$ cat config.mk
export PLATFORM = sky130hd
export DESIGN_NAME = apr_intr_ctrl
export DESIGN_NICKNAME = d
export VERILOG_FILES = /design/src/rtl/apr_pkg.sv /design/src/rtl/apr_interval_timer.sv /design/src/rtl/apr_intr_ctrl.sv
export SDC_FILE = /design/constraint.sdc
export NUM_CORES = 1
export LEC_CHECK = 0
export ABC_AREA = 0
export BUFFER_PORTS_ARGS = -buffer_cell sky130_fd_sc_hd__buf_2
export CAP_MARGIN = 20
export CORE_MARGIN = 3
export CORE_UTILIZATION = 51
export CTS_CLUSTER_DIAMETER = 100
export DETAILED_ROUTE_END_ITERATION = 8
export PLACE_DENSITY = 0.84
export SETUP_SLACK_MARGIN = 0.15
export SLEW_MARGIN = 20
export SYNTH_ARGS = -nofsm -noshare
export SYNTH_HDL_FRONTEND = slang
export SYNTH_SLANG_ARGS = --single-unit
$ cat constraint.sdc
create_clock -name clk -period 2 [get_ports clk]
set_clock_uncertainty 0.15 [all_clocks]
set_input_delay 0.1 -clock clk [delete_from_list [all_inputs] [get_ports clk]]
set_output_delay 0.1 -clock clk [all_outputs]
set_load 0.01 [all_outputs]
$ cat src/rtl/apr_pkg.sv
// apr_pkg: shared field positions, flag-write modes and priority decode for the APR controller
package apr_pkg;

    localparam int APR_FLAGLSB    = 31;
    localparam int APR_TRAPEN_BIT = 22;
    localparam int APR_PAGEEN_BIT = 23;

    localparam int APR_WR_LOAD = 0;
    localparam int APR_WR_W1C  = 1;

    localparam int APR_PRI_MAXW = 16;

    // One-hot request vector for npri levels: level 1 is the MSB, level 0 means no request,
    // levels above npri saturate to npri.
    function automatic logic [APR_PRI_MAXW-1:0] apr_pri_onehot(input int pri, input int npri);
        int e;
        e = (pri > npri) ? npri : pri;
        return (e != 0) ? (APR_PRI_MAXW'(1) << (npri - e)) : '0;
    endfunction

endpackage

$ cat src/rtl/apr_interval_timer.sv
// apr_interval_timer: reloadable down-counter that pulses expire_o on the 1 -> 0 tick
module apr_interval_timer #(
    parameter int TMRW = 12
) (
    input  logic            clk,
    input  logic            rst_n,
    input  logic            clken_i,
    input  logic            wr_i,
    input  logic [TMRW-1:0] val_i,
    input  logic            tick_i,
    output logic            expire_o
);

    logic [TMRW-1:0] count_q, count_d, reload_q, reload_d;

    assign expire_o = clken_i && tick_i && !wr_i && count_q == TMRW'(1);

    // A write overrides any tick; expiry reloads in the same cycle, count 0 stays idle.
    always_comb begin
        reload_d = wr_i ? val_i : reload_q;
        count_d  = wr_i ? val_i
                 : (tick_i && count_q != '0) ? ((count_q == TMRW'(1)) ? reload_q : count_q - TMRW'(1))
                 : count_q;
    end

    // Counter and reload registers.
    always_ff @(posedge clk or negedge rst_n) begin
        if (!rst_n) begin
            count_q  <= '0;
            reload_q <= '0;
        end else if (clken_i) begin
            count_q  <= count_d;
            reload_q <= reload_d;
        end
    end

endmodule

$ cat src/rtl/apr_intr_ctrl.sv
// apr_intr_ctrl: sticky APR flags, enable mask, software interrupt and registered one-hot request
module apr_intr_ctrl
    import apr_pkg::*;
#(
    parameter int                NFLAGS   = 8,
    parameter int                FLAGLSB  = APR_FLAGLSB,
    parameter int                NPRI     = 7,
    parameter logic [NFLAGS-1:0] EDGEMASK = '0,
    parameter int                W1CMODE  = APR_WR_LOAD,
    parameter int                TMRW     = 12,
    parameter int                TMRFLAG  = 6
) (
    input  logic              clk,
    input  logic              rst,
    input  logic              clken,
    input  logic [0:35]       dp,
    input  logic              wrFLAGS,
    input  logic              wrENABLE,
    input  logic              wrTIMER,
    input  logic              tmrTICK,
    input  logic [NFLAGS-1:0] setREQ,
    output logic [0:35]       aprFLAGS,
    output logic              aprINTREQ,
    output logic [1:NPRI]     aprINTR
);

    localparam int PW = $clog2(NPRI + 1);

    logic [NFLAGS-1:0] flags_q, flags_d, enable_q, enable_d, prev_q, set, dpf;
    logic              swint_q, swint_d, trapen_q, trapen_d, pageen_q, pageen_d;
    logic [PW-1:0]     pri_q, pri_d;
    logic [1:NPRI]     intr_q, intr_d;
    logic              expire;
    logic              unused_dp;

    assign unused_dp = ^dp;

    apr_interval_timer #(.TMRW(TMRW)) u_tmr (
        .clk      (clk),
        .rst_n    (rst),
        .clken_i  (clken),
        .wr_i     (wrTIMER),
        .val_i    (dp[36-TMRW:35]),
        .tick_i   (tmrTICK),
        .expire_o (expire)
    );

    for (genvar i = 0; i < NFLAGS; i++) begin : g_flag
        assign dpf[i] = dp[FLAGLSB-i];
        assign set[i] = (EDGEMASK[i] ? (setREQ[i] & ~prev_q[i]) : setREQ[i]) | (expire && (i == TMRFLAG));
    end

    for (genvar k = 0; k < 36; k++) begin : g_word
        if (k == APR_TRAPEN_BIT) begin : g_tp
            assign aprFLAGS[k] = trapen_q;
        end else if (k == APR_PAGEEN_BIT) begin : g_pg
            assign aprFLAGS[k] = pageen_q;
        end else if (k <= FLAGLSB && FLAGLSB - k < NFLAGS) begin : g_fl
            assign aprFLAGS[k] = flags_q[FLAGLSB-k];
        end else if (k == FLAGLSB + 1) begin : g_rq
            assign aprFLAGS[k] = aprINTREQ;
        end else begin : g_const
            assign aprFLAGS[k] = (k >= FLAGLSB + 2) ? 1'b1 : 1'b0;
        end
    end

    assign aprINTREQ = |(flags_q & enable_q) | swint_q;
    assign aprINTR   = intr_q;

    // Next state: hardware sets dominate software flag writes; enable fields load together.
    always_comb begin
        flags_d  = set | (wrFLAGS ? ((W1CMODE == APR_WR_W1C) ? (flags_q & ~dpf) : dpf) : flags_q);
        enable_d = wrENABLE ? dpf : enable_q;
        swint_d  = wrENABLE ? dp[FLAGLSB+1] : swint_q;
        trapen_d = wrENABLE ? dp[APR_TRAPEN_BIT] : trapen_q;
        pageen_d = wrENABLE ? dp[APR_PAGEEN_BIT] : pageen_q;
        pri_d    = wrENABLE ? dp[36-PW:35] : pri_q;
        intr_d   = aprINTREQ ? NPRI'(apr_pri_onehot(int'(pri_q), NPRI)) : '0;
    end

    // State registers, including the edge history and the registered request.
    always_ff @(posedge clk or negedge rst) begin
        if (!rst) begin
            flags_q  <= '0;
            enable_q <= '0;
            prev_q   <= '0;
            swint_q  <= 1'b0;
            trapen_q <= 1'b0;
            pageen_q <= 1'b0;
            pri_q    <= '0;
            intr_q   <= '0;
        end else if (clken) begin
            flags_q  <= flags_d;
            enable_q <= enable_d;
            prev_q   <= setREQ;
            swint_q  <= swint_d;
            trapen_q <= trapen_d;
            pageen_q <= pageen_d;
            pri_q    <= pri_d;
            intr_q   <= intr_d;
        end
    end

endmodule

==> flow_summary.yaml <==
clock_tree:
  cts.sinks: 53
  ctsHtreeMaxLevel: 2
  cts_tree: "built"
  clk_path_buf_depth: 2
  cts_buffers: 5
  root_buffer: "clkbuf_8"
  path_clk_slew_ns: 0.10
  worstSkewPairLatency_ns: 0.31
grt:
  grt_pass1_vias: 2639
  grt_use_total_pct: 26.6
  grt_pass1_wl_mm: 13.4
  grt-ovfl-total: 0
  grt_max_degree: 23
  antenna_found_initial: 0
floorplan:
  die_w_um: 81.8
  die_area_sq_mm: 0.00669
  core_area_sq_mm: 0.00534
  ios: 95
  start_util_pct: 54.9
  core.rowCount: 26
  dieHeight_um: 81.8
setup_path:
  cp_max_fo: 5
  worstPathArrival_ns: 1.99
  end_kind: "flip-flop"
  crit_type: "reg2reg"
  critPathRequiredTime_ns: 2.01
  rr_startpoint: "u_tmr.count_q[0]"
  startpoint_type: "flip-flop"
  crit_start: "u_tmr.count_q[0]"
final_layout:
  drive_gt1_share_pct: 36.5
  num-nets-final: 445
  antenna_cells: 0
  fin_cells: 462
  regArea_sq_mm: 0.00133
  utilization_pct: 74.0
  fillers: 368
  multi_input_area_sq_mm: 0.00160
  area_growth_pct: 34.8
  final_common_cell: "dfrtp_1"
  fin_area_sq_mm: 0.00395
  layout_common_cells: "dfrtp_1 (50), buf_2 (47), nand2_1 (45), dlygate4sd3_1 (27), conb_1 (25)"
timing:
  rsz0062_at_grt: "true"
  period_minus_slack_ns: 1.97
  finalHoldViolations: 0
  worstMarginPinSlew_ns: 0.650
  tns_ns: 0
  finalSetupViolations: 0
  period_share_pct: 98.7
  fmax_mhz: 507
  finalMaxSlewViolations: 0
  relSlewSlack_pct: 56.6
placement:
  port_buffers: 47
  dpl_cell_area_sq_mm: 0.00319
  dpl.hpwl_mm: 5.06
  place_inst: 412
  gp_congestion: 0.891
hold_path:
  hp-class: "in2async"
logic_synthesis:
  avgSynthCellArea_sq_um: 9.83
  synth_area_leaders: "dfrtp_1 (45%), buf_4 (7.2%), nand2_1 (5.8%)"
  synth-main-ff-cell: "dfrtp_1"
  seq_area_frac_synth_pct: 45.3
  synthDominantCellAreaShare_pct: 45.3
  ys_ff_latch: 53
  yosys_warnings: 0
  synth_area_sq_mm: 0.00293
  syn_inst: 298
  ys_types: 52
  async_flop_share_pct: 100
  synth_top_area_cell: "dfrtp_1"
  synth_edf_count: 0
drt:
  post_drt_wl_per_cell_um: 20.8
  vias_per_cell: 6.12
  drc: 0
  routed_wl_mm: 9.61
  drt_iter0_markers: 261
  vias: 2828
  drtAntennaViolNets: 0
  drtPass1Iterations: 5
run_status:
  outcome: "complete, no violations"
pwr:
  total_power_w: 0.00324
  powerDensity_mw_per_mm2: 822
  p_leak_nw: 1.74
  vdd_drop_max_mv: 0.736
job:
  drv_cap: 0
[final cells by class]
cell class / count / area share [%]
multi-input combinational: 213 / 40.5
sequential: 53 / 33.7
timing repair buffer: 105 / 19.6
tap: 70 / 2.22
clock buffer: 6 / 1.84
inverter: 13 / 1.24
clock inverter: 2 / 0.982
[Yosys cell counts, types with 2 or more instances]
library cell	instances
dfrtp_1	53
nand2_1	45
buf_4	28
mux2_2	14
inv_1	13
clkbuf_1	10
o21ai_0	9
o22ai_1	9
nor2_1	8
o21a_1	8
a21oi_1	7
a22oi_1	7
a31oi_1	7
o32a_1	7
a2bb2oi_1	6
mux2i_1	5
nand3_1	4
nor3_1	4
nor4b_1	4
buf_2	3
ha_1	3
nand3b_1	3
nand4_1	3
o21ai_1	3
a21o_1	2
and3_1	2
conb_1	2
nor2b_1	2
nor4_4	2
o221ai_1	2
xor2_1	2
[layer usage]
layer	share of wire [%]	vias up	GRT usage [%]
li1	-	1204	-
met1	35	1369	31.6
met2	51	199	46.1
met3	8.4	56	5.92
met4	5.5	0	11.5
met5	0	-	0
[state kept, by name, summed over array words and instances, names as in the netlist]
signal / count
aprINTR: 7
enable_q: 8
flags_q: 8
pageen_q: 1
pri_q: 3
swint_q: 1
trapen_q: 1
u_tmr.count_q: 12
u_tmr.reload_q: 12
[where the power goes]
part | switching, W | internal [W] | leakage, nW | total, W
combinational | 0.000567 | 0.000517 | 1.06 | 0.00108
clock | 0.000370 | 0.000377 | 0.0554 | 0.000747
sequential | 0.000187 | 0.00123 | 0.626 | 0.00141
total | 0.00112 | 0.00212 | 1.74 | 0.00324
[worst paths after layout]
path                                     end  slack [ns]  cells past startpoint
min reg2reg                u_tmr.reload_q[3]        0.34                      2
min in group clk                  flags_q[6]        0.07                      2
min                               flags_q[6]        0.06                      2
max in group asynchronous   u_tmr.count_q[0]        1.02                      3
max                         u_tmr.count_q[0]        0.03                      7
max reg2reg                 u_tmr.count_q[0]        0.03                      7
[critical path, cell delays in order, from the launching register on]
cell	delay (ns)
dfrtp_2	0.47
inv_2	0.11
ha_2	0.19
nor4b_4	0.29
a31o_4	0.27
buf_6	0.14
a21o_1	0.16
a31oi_2	0.05
[repair_timing]
item	4_1_cts	5_1_grt
pin swaps	4	18
gates resized for setup	13	52
endpoints found under the hold margin	93	0
setup endpoints to repair	14	22
hold buffers	27	0
buffers inserted	6	7
gates cloned	0	2
[per-stage QoR]
step                setup slack [ns]  hold slack [ns]
floorplan                      0.220           -0.346
detailed placement            0.0222           -0.142
CTS                            0.129           0.0479
global route                 -0.0665           0.0785
global placement              0.0877           -0.146
finish                        0.0261           0.0575
[cell families (layout without fill, tap and decap cells)]
logic type	after synthesis	after routing	synth area share [%]
simple gates	86	87	15.5
xor+xnor	2	2	0.598
compound gates	77	77	18.9
other cells	2	25	0.256
fa+ha+maj	3	3	1.28
flops	53	53	45.3
mux	19	19	7.09
buf+inv	56	126	11.1
Note: power is estimated with default switching activity, not from simulation.
